==> src/rtl/mem_access_unit.sv <==
// Memory-side responder for decoder bus commands: owns AR/IR/DR and runs a req/ack
// handshake to the shared instruction/data memory with a bounded wait.
module mem_access_unit #(
    parameter int unsigned          DATA_W       = 16,
    parameter logic [DATA_W-1:0]    RESET_VECTOR = '0,
    parameter int unsigned          TIMEOUT      = 15
) (
    input  logic              clk,
    input  logic              reset,
    input  logic [1:0]        rec,
    input  logic              wr,
    input  logic [DATA_W-1:0] alu_out,
    input  logic [DATA_W-1:0] wdata_in,
    input  logic [DATA_W-1:0] mem_rdata,
    input  logic              mem_ack,
    output logic              mem_req,
    output logic              mem_we,
    output logic [DATA_W-1:0] mem_addr,
    output logic [DATA_W-1:0] mem_wdata,
    output logic [DATA_W-1:0] ar,
    output logic [DATA_W-1:0] ir,
    output logic [DATA_W-1:0] dr,
    output logic              busy,
    output logic              done,
    output logic              bus_err
);

    typedef enum logic [1:0] {StIdle, StRead, StWrite} state_e;

    localparam logic [7:0] CntLast = 8'(TIMEOUT - 1);

    state_e            state_q, state_d;
    logic [DATA_W-1:0] ar_q, ar_d, ir_q, ir_d, dr_q, dr_d;
    logic [DATA_W-1:0] addr_q, addr_d, wdata_q, wdata_d;
    logic              req_q, req_d, we_q, we_d;
    logic              done_q, done_d, err_q, err_d;
    logic              tgt_dr_q, tgt_dr_d;
    logic [7:0]        cnt_q, cnt_d;

    always_comb begin
        state_d  = state_q;
        ar_d     = ar_q;
        ir_d     = ir_q;
        dr_d     = dr_q;
        addr_d   = addr_q;
        wdata_d  = wdata_q;
        req_d    = req_q;
        we_d     = we_q;
        done_d   = 1'b0;
        err_d    = err_q;
        tgt_dr_d = tgt_dr_q;
        cnt_d    = cnt_q;

        case (state_q)
            StIdle: begin
                // A rec command wins over a simultaneous write strobe; the write is dropped.
                if (rec != 2'b00 && !wr) begin
                    err_d = 1'b1;
                end
                if (rec == 2'b01) begin
                    ar_d = alu_out;
                end else if (rec[1]) begin
                    tgt_dr_d = rec[0];
                    addr_d   = ar_q;
                    req_d    = 1'b1;
                    we_d     = 1'b0;
                    cnt_d    = '0;
                    state_d  = StRead;
                end else if (!wr) begin
                    addr_d  = ar_q;
                    wdata_d = wdata_in;
                    req_d   = 1'b1;
                    we_d    = 1'b1;
                    cnt_d   = '0;
                    state_d = StWrite;
                end
            end
            StRead, StWrite: begin
                // Ack takes priority over the timeout check in the same cycle.
                if (mem_ack) begin
                    if (state_q == StRead) begin
                        if (tgt_dr_q) begin
                            dr_d = mem_rdata;
                        end else begin
                            ir_d = mem_rdata;
                        end
                    end
                    req_d   = 1'b0;
                    we_d    = 1'b0;
                    cnt_d   = '0;
                    done_d  = 1'b1;
                    state_d = StIdle;
                end else if (cnt_q == CntLast) begin
                    req_d   = 1'b0;
                    we_d    = 1'b0;
                    cnt_d   = '0;
                    err_d   = 1'b1;
                    state_d = StIdle;
                end else begin
                    cnt_d = cnt_q + 8'd1;
                end
            end
            default: begin
                req_d   = 1'b0;
                we_d    = 1'b0;
                cnt_d   = '0;
                state_d = StIdle;
            end
        endcase
    end

    always_ff @(posedge clk) begin
        if (reset) begin
            state_q  <= StIdle;
            ar_q     <= RESET_VECTOR;
            ir_q     <= '0;
            dr_q     <= '0;
            addr_q   <= '0;
            wdata_q  <= '0;
            req_q    <= 1'b0;
            we_q     <= 1'b0;
            done_q   <= 1'b0;
            err_q    <= 1'b0;
            tgt_dr_q <= 1'b0;
            cnt_q    <= '0;
        end else begin
            state_q  <= state_d;
            ar_q     <= ar_d;
            ir_q     <= ir_d;
            dr_q     <= dr_d;
            addr_q   <= addr_d;
            wdata_q  <= wdata_d;
            req_q    <= req_d;
            we_q     <= we_d;
            done_q   <= done_d;
            err_q    <= err_d;
            tgt_dr_q <= tgt_dr_d;
            cnt_q    <= cnt_d;
        end
    end

    assign mem_req   = req_q;
    assign mem_we    = we_q;
    assign mem_addr  = addr_q;
    assign mem_wdata = wdata_q;
    assign ar        = ar_q;
    assign ir        = ir_q;
    assign dr        = dr_q;
    assign busy      = (state_q != StIdle);
    assign done      = done_q;
    assign bus_err   = err_q;

endmodule

==> config.mk <==
export PLATFORM = sky130hd
export DESIGN_NAME = mem_access_unit
export DESIGN_NICKNAME = d
export VERILOG_FILES = /design/src/rtl/mem_access_unit.sv
export SDC_FILE = /design/constraint.sdc
export NUM_CORES = 1
export LEC_CHECK = 0
export BUFFER_PORTS_ARGS = -buffer_cell sky130_fd_sc_hd__buf_2
export CAP_MARGIN = 20
export CORE_MARGIN = 1.5
export CORE_UTILIZATION = 48
export CTS_CLUSTER_SIZE = 12
export DETAILED_ROUTE_END_ITERATION = 6
export GPL_TIMING_DRIVEN = 0
export PLACE_DENSITY = 0.78
export SYNTH_ARGS = -nofsm -noshare
export SYNTH_HDL_FRONTEND = slang
export SYNTH_SLANG_ARGS = --single-unit
==> constraint.sdc <==
create_clock -name clk -period 2.1 [get_ports clk]
set_input_delay 0.42 -clock clk [delete_from_list [all_inputs] [get_ports clk]]
set_output_delay 0.42 -clock clk [all_outputs]
set_load 0.01 [all_outputs]
---- Word level (Yosys, flattened, before mapping) ----
Cells that the tools add are included.
cells by class
  add/sub/neg operators ................... 1
  eq/ne operators ......................... 11
  multiplexer cells ....................... 28
  bitwise logic cells ..................... 5
  reduce and logical (&&, ||, !) cells .... 17
operators by type and width
  kind                   count
  $mux W8                5
  $mux W16               2
  $pmux W8 S2            1
  $reduce_and A4 Y1      4
  $mux W1                11
  $mux W2                5
  $ne A2 B2 Y1 const B   5
  $reduce_and A3 Y1      3
  $add A8 B1 Y8 const B  1
  $eq A8 B4 Y1 const B   1
  $ne A3 B3 Y1 const B   2
  $pmux W1 S2            3
  $reduce_bool A2 Y1     3
  $not A1 Y1             5
  $eq A2 B1 Y1 const B   2
  $pmux W2 S2            1
  $reduce_and A2 Y1      2
  $reduce_or A2 Y1       2
  $eq A2 B2 Y1 const B   1
  $logic_not A2 Y1       1
  $logic_and A1 B1 Y1    1
  $logic_not A1 Y1       1
word-level totals
  register bits ........................... 95
  input port bits ......................... 54
  output and inout port bits .............. 85
  logic and storage cells ................. 74

---- Depth between registers and ports, before layout ----
  depth in word-level cells ............... 4
  gate-level depth with buffers ........... 9
  depth with buffers taken out ............ 6

---- Worst setup path after synthesis ----
No wires, ideal clock.
  path kind ............................... register to register
  start point ............................. register state_q[1]
  end point ............................... register cnt_q[7]
  library setup time ...................... 0.070 ns
  data arrival time ....................... 1.608 ns
  required time ........................... 2.030 ns
  slack ................................... 0.423 ns
  stages on the path, launching flop included .. 8
  buffers on the path ..................... 1
  clock period less this slack ............ 1.677 ns
  cells stage by stage .................... dfxtp_1 -> inv_1 -> ha_1 -> buf_2 -> nand2b_2 -> nor2_2 -> or4_1 -> a21oi_1
between the ends
  longest elaborated chain between the ends .. 3
  elaborated cells between the ends (all ways) .. 8
  classes of those cells .................. eq/ne (4); mux (1); reduce/logical (3)
ends and longest elaborated chain
  what                                                     line  text
  from (decl)                                              32    state_e state_q, state_d;
  from (signal assigned)                                   114   state_q <= StIdle;
  from (signal assigned)                                   127   state_q <= state_d;
  $eq A2 B1 Y1 (tied with other cells)                     54    case (state_q)
  $reduce_or A2 Y1 (tied with other cells)                 54
  $pmux W8 S2 / $reduce_and A2 Y1 (equally long branches)  -
  to (signal assigned)                                     138   cnt_q <= cnt_d;
  to (decl)                                                38    logic [7:0] cnt_q, cnt_d;
Parallel ways exist; a longest one is shown, timed or not.
A chain may end at the register's enable or synchronous reset.

---- Worst setup path in the final report ----
  start point ............................. register state_q[1]
  end point ............................... register wdata_q[7] (netlist: mem_wdata[7])
between the ends
  longest elaborated chain between the ends .. 2
ends and longest elaborated chain
  what                         line  text
  $logic_not A2 Y1             54
  $reduce_and A4 Y1 (no line)  -
  to (signal assigned)         132   wdata_q <= wdata_d;
  to (decl)                    34    logic [DATA_W-1:0] addr_q, addr_d, wdata_q, wdata_d;
No other way between the ends.

==> out/summary.json <==
{
  "status": "completed",
  "synth.distinct_cells": 31,
  "cellLeakagePower_nw": 1.93,
  "yosys.area.top_type_share_pct": 54.8,
  "cp_data_arrival_time_ns": 2.15,
  "overall_die_area_sq_um": 7670,
  "ys_async_sr_fraction_pct": 0,
  "antenna_cells": 0,
  "proportion_of_synthesized_chip_area_in_sequential_cells_pct": 54.8,
  "post_synth_inst_count": 430,
  "route.detailed.wl_per_inst_um": 13.1,
  "max-vdd-ir-drop_mv": 0.454,
  "syn_nets": 488,
  "floorplan.core_area_sq_um": 6870,
  "cts_tree": "yes",
  "synth_enable_flop_cells": 0,
  "whs_ns": 0.287,
  "ys_warn_count": 0,
  "fp.dieH_um": 87.6,
  "finish.utilization_pct": 64.4,
  "initialDrtViolationCount": 127,
  "r2r_start": "state_q[1]",
  "layout.cells.non_filler": 677,
  "drt_first_pass_iters": 4,
  "grt_remaining_overflow": 0,
  "count_of_input_and_output_buffers": 137,
  "io-pin-count": 139,
  "max-slew-margin-rel_pct": 61.3,
  "postCtsSetupBuffers": 0,
  "unrepaired_setup_endpoints_after_global_routing": "false",
  "tightest_slew_ns": 0.580,
  "drive_gt1_share_pct": 28.7,
  "holdPathEnd": "mem_wdata[6]",
  "grt_pass1_wl_mm": 13.7,
  "placed_instance_count": 663,
  "ant_nets": 0,
  "nets": 634,
  "antenna_found_initial": 0,
  "period_minus_slack_ns": 1.86,
  "setup_slack_at_placement_ns": 0.0584,
  "maxCapViolCount": 0,
  "initial_utilization_pct": 50.0,
  "synthMostInstantiatedCell": "nand2_1",
  "die_w_um": 87.6,
  "yosys-top-cells-count": "169 x nand2_1, 94 x dfxtp_1, 85 x a21oi_1",
  "total_drc_errors_in_the_routed_layout": 0,
  "worst_clock_skew_ns": 0.00776,
  "detailed_place_hpwl_mm": 6.52,
  "detailed_place.area_sq_um": 4240,
  "clockRootBuffer": "clkbuf_8",
  "critPathMaxFanout": 10,
  "htreeDepth": 3,
  "setup.worst_path.end_class": "flop",
  "final-hold-violation-count": 0,
  "synth_top_flop_cell": "dfxtp_1",
  "report.final.slew_viol_count": 0,
  "hold_buffers": 0,
  "clock-sinks": 94,
  "worst-endpoint-required_ns": 2.39,
  "grt_start_max_net_pins": 17,
  "max_freq_ghz": 0.536,
  "largest_buffer_count_on_any_clock_path": 2,
  "power.density_nw_per_um2": 778,
  "first_global_vias": 3115,
  "final_min_period_over_clock_period_pct": 88.8,
  "timing.final.setup_violations": 0,
  "critPathLaunchType": "flop",
  "route.detailed.vias_per_inst": 4.94,
  "min_path_cells": 3,
  "worst_hold_startpoint": "wdata_in[6]",
  "vias": 3342,
  "postSynthAreaPerCell_sq_um": 7.98,
  "reg2regPathDepth": 8,
  "synth_area_leader": "dfxtp_1",
  "finalWeightedCongestion": 0.836,
  "post-route-cell-area_sq_um": 4420,
  "overall_power_mw": 3.44,
  "synth-seq-cells": 94,
  "clkSlewWorstSetupHoldPaths_ns": 0.09,
  "critPathKind": "reg2reg",
  "syn-cell-area_sq_um": 3430,
  "fin_ws_ns": 0.235,
  "total_wire_length_after_detailed_routing_mm": 8.84,
  "r2r_slack_ns": 0.24,
  "cts_buffers": 9,
  "groute.usage.overall_pct": 23.2,
  "rows": 30,
  "timing.setup.tns_ns": 0,
  "regToRegEndpoint": "mem_wdata[7]",
  "clock_insertion_delay_worst_skew_ns": 0.36,
  "yosys-top-cells-area": "dfxtp_1 55%, nand2_1 18%, a21oi_1 12%",
  "min_path_type": "in2reg",
  "area_growth_pct": 28.9
}
-- worst max path at each step --
stage	cells after the start	slack [ns]	to	startpoint
2_1_floorplan	7	0.42	cnt_q[7]	state_q[1]
3_3_place_gp	9	0.13	ar[6]	state_q[1]
3_5_place_dp	9	0.06	ar[7]	state_q[1]
4_1_cts	9	0.03	ar[7]	state_q[1]
5_1_grt	8	0.09	ar[7]	state_q[1]
6_report	8	0.24	mem_wdata[7]	state_q[1]
-- cells in the final DEF, fill, tap and decap left out, drive strengths merged --
master / n
o211a: 1
clkbuf: 29
o21ai: 4
o32ai: 3
and4: 1
o211ai: 1
o21bai: 1
clkinv: 3
and3: 1
o31ai: 2
ha: 4
or2: 2
xor2: 4
and2: 1
xnor2: 1
o2111ai: 3
a21oi: 85
nand3: 3
buf: 142
nand2b: 1
or3: 1
nor2b: 1
inv: 9
nand4b: 1
nand2: 169
dfxtp: 94
or4: 2
o21a: 1
nor3: 1
nor2: 10
-- critical path: stages, from the launching register on --
cell and delay, ns:
dfxtp_1 0.33, inv_1 0.11, ha_1 0.15, buf_2 0.19, nand2b_2 0.13, nor3_2 0.37
buf_2 0.29, nand2_1 0.08, a21oi_1 0.13
-- state kept, by name, indices dropped and copies added (netlist names) --
signal / flops
mem_addr: 16
cnt_q: 8
tgt_dr_q: 1
ar: 16
mem_req: 1
dr: 16
state_q: 2
ir: 16
done: 1
mem_wdata: 16
bus_err: 1
-- power by group --
part / switching [mW] / internal (mW)
registers: 0.0371 / 1.85
clock network: 0.647 / 0.507
logic: 0.254 / 0.151
-- timing repair --
action | 4_1_cts | 5_1_grt
setup endpoints to repair | 0 | 11
endpoints found under the hold margin | 0 | 0
resized for setup | 0 | 3
-- layer usage --
metal / GRT usage [%] / vias to the layer above / wire length [um]
met5: 0 / - / 0
met4: 8.23 / 0 / 156
met3: 7.63 / 15 / 621
met2: 38.1 / 120 / 4220
met1: 28.7 / 1510 / 3840
li1: - / 1697 / -
-- kinds of logic after synthesis --
group / Yosys count / share of synthesized area [%]
AO/OA/AOI/OAI: 101 / 16.0
buffers and inverters: 32 / 3.68
XOR/XNOR: 5 / 1.28
adder cells (fa/ha/maj): 4 / 1.46
AND/OR/NAND/NOR: 194 / 22.7
flip-flops: 94 / 54.8
-- layout make-up --
class / instances / area [sq um]
Multi-Input combinational cell: 304 / 1430
Timing Repair Buffer: 137 / 686
Clock inverter: 5 / 40.0
Tap cell: 96 / 120
Sequential cell: 94 / 1880
Buffer: 23 / 93.8
Inverter: 7 / 26.3
Fill cell: 655 / 2440
Clock buffer: 11 / 151
(Power assumes the default switching activity.)
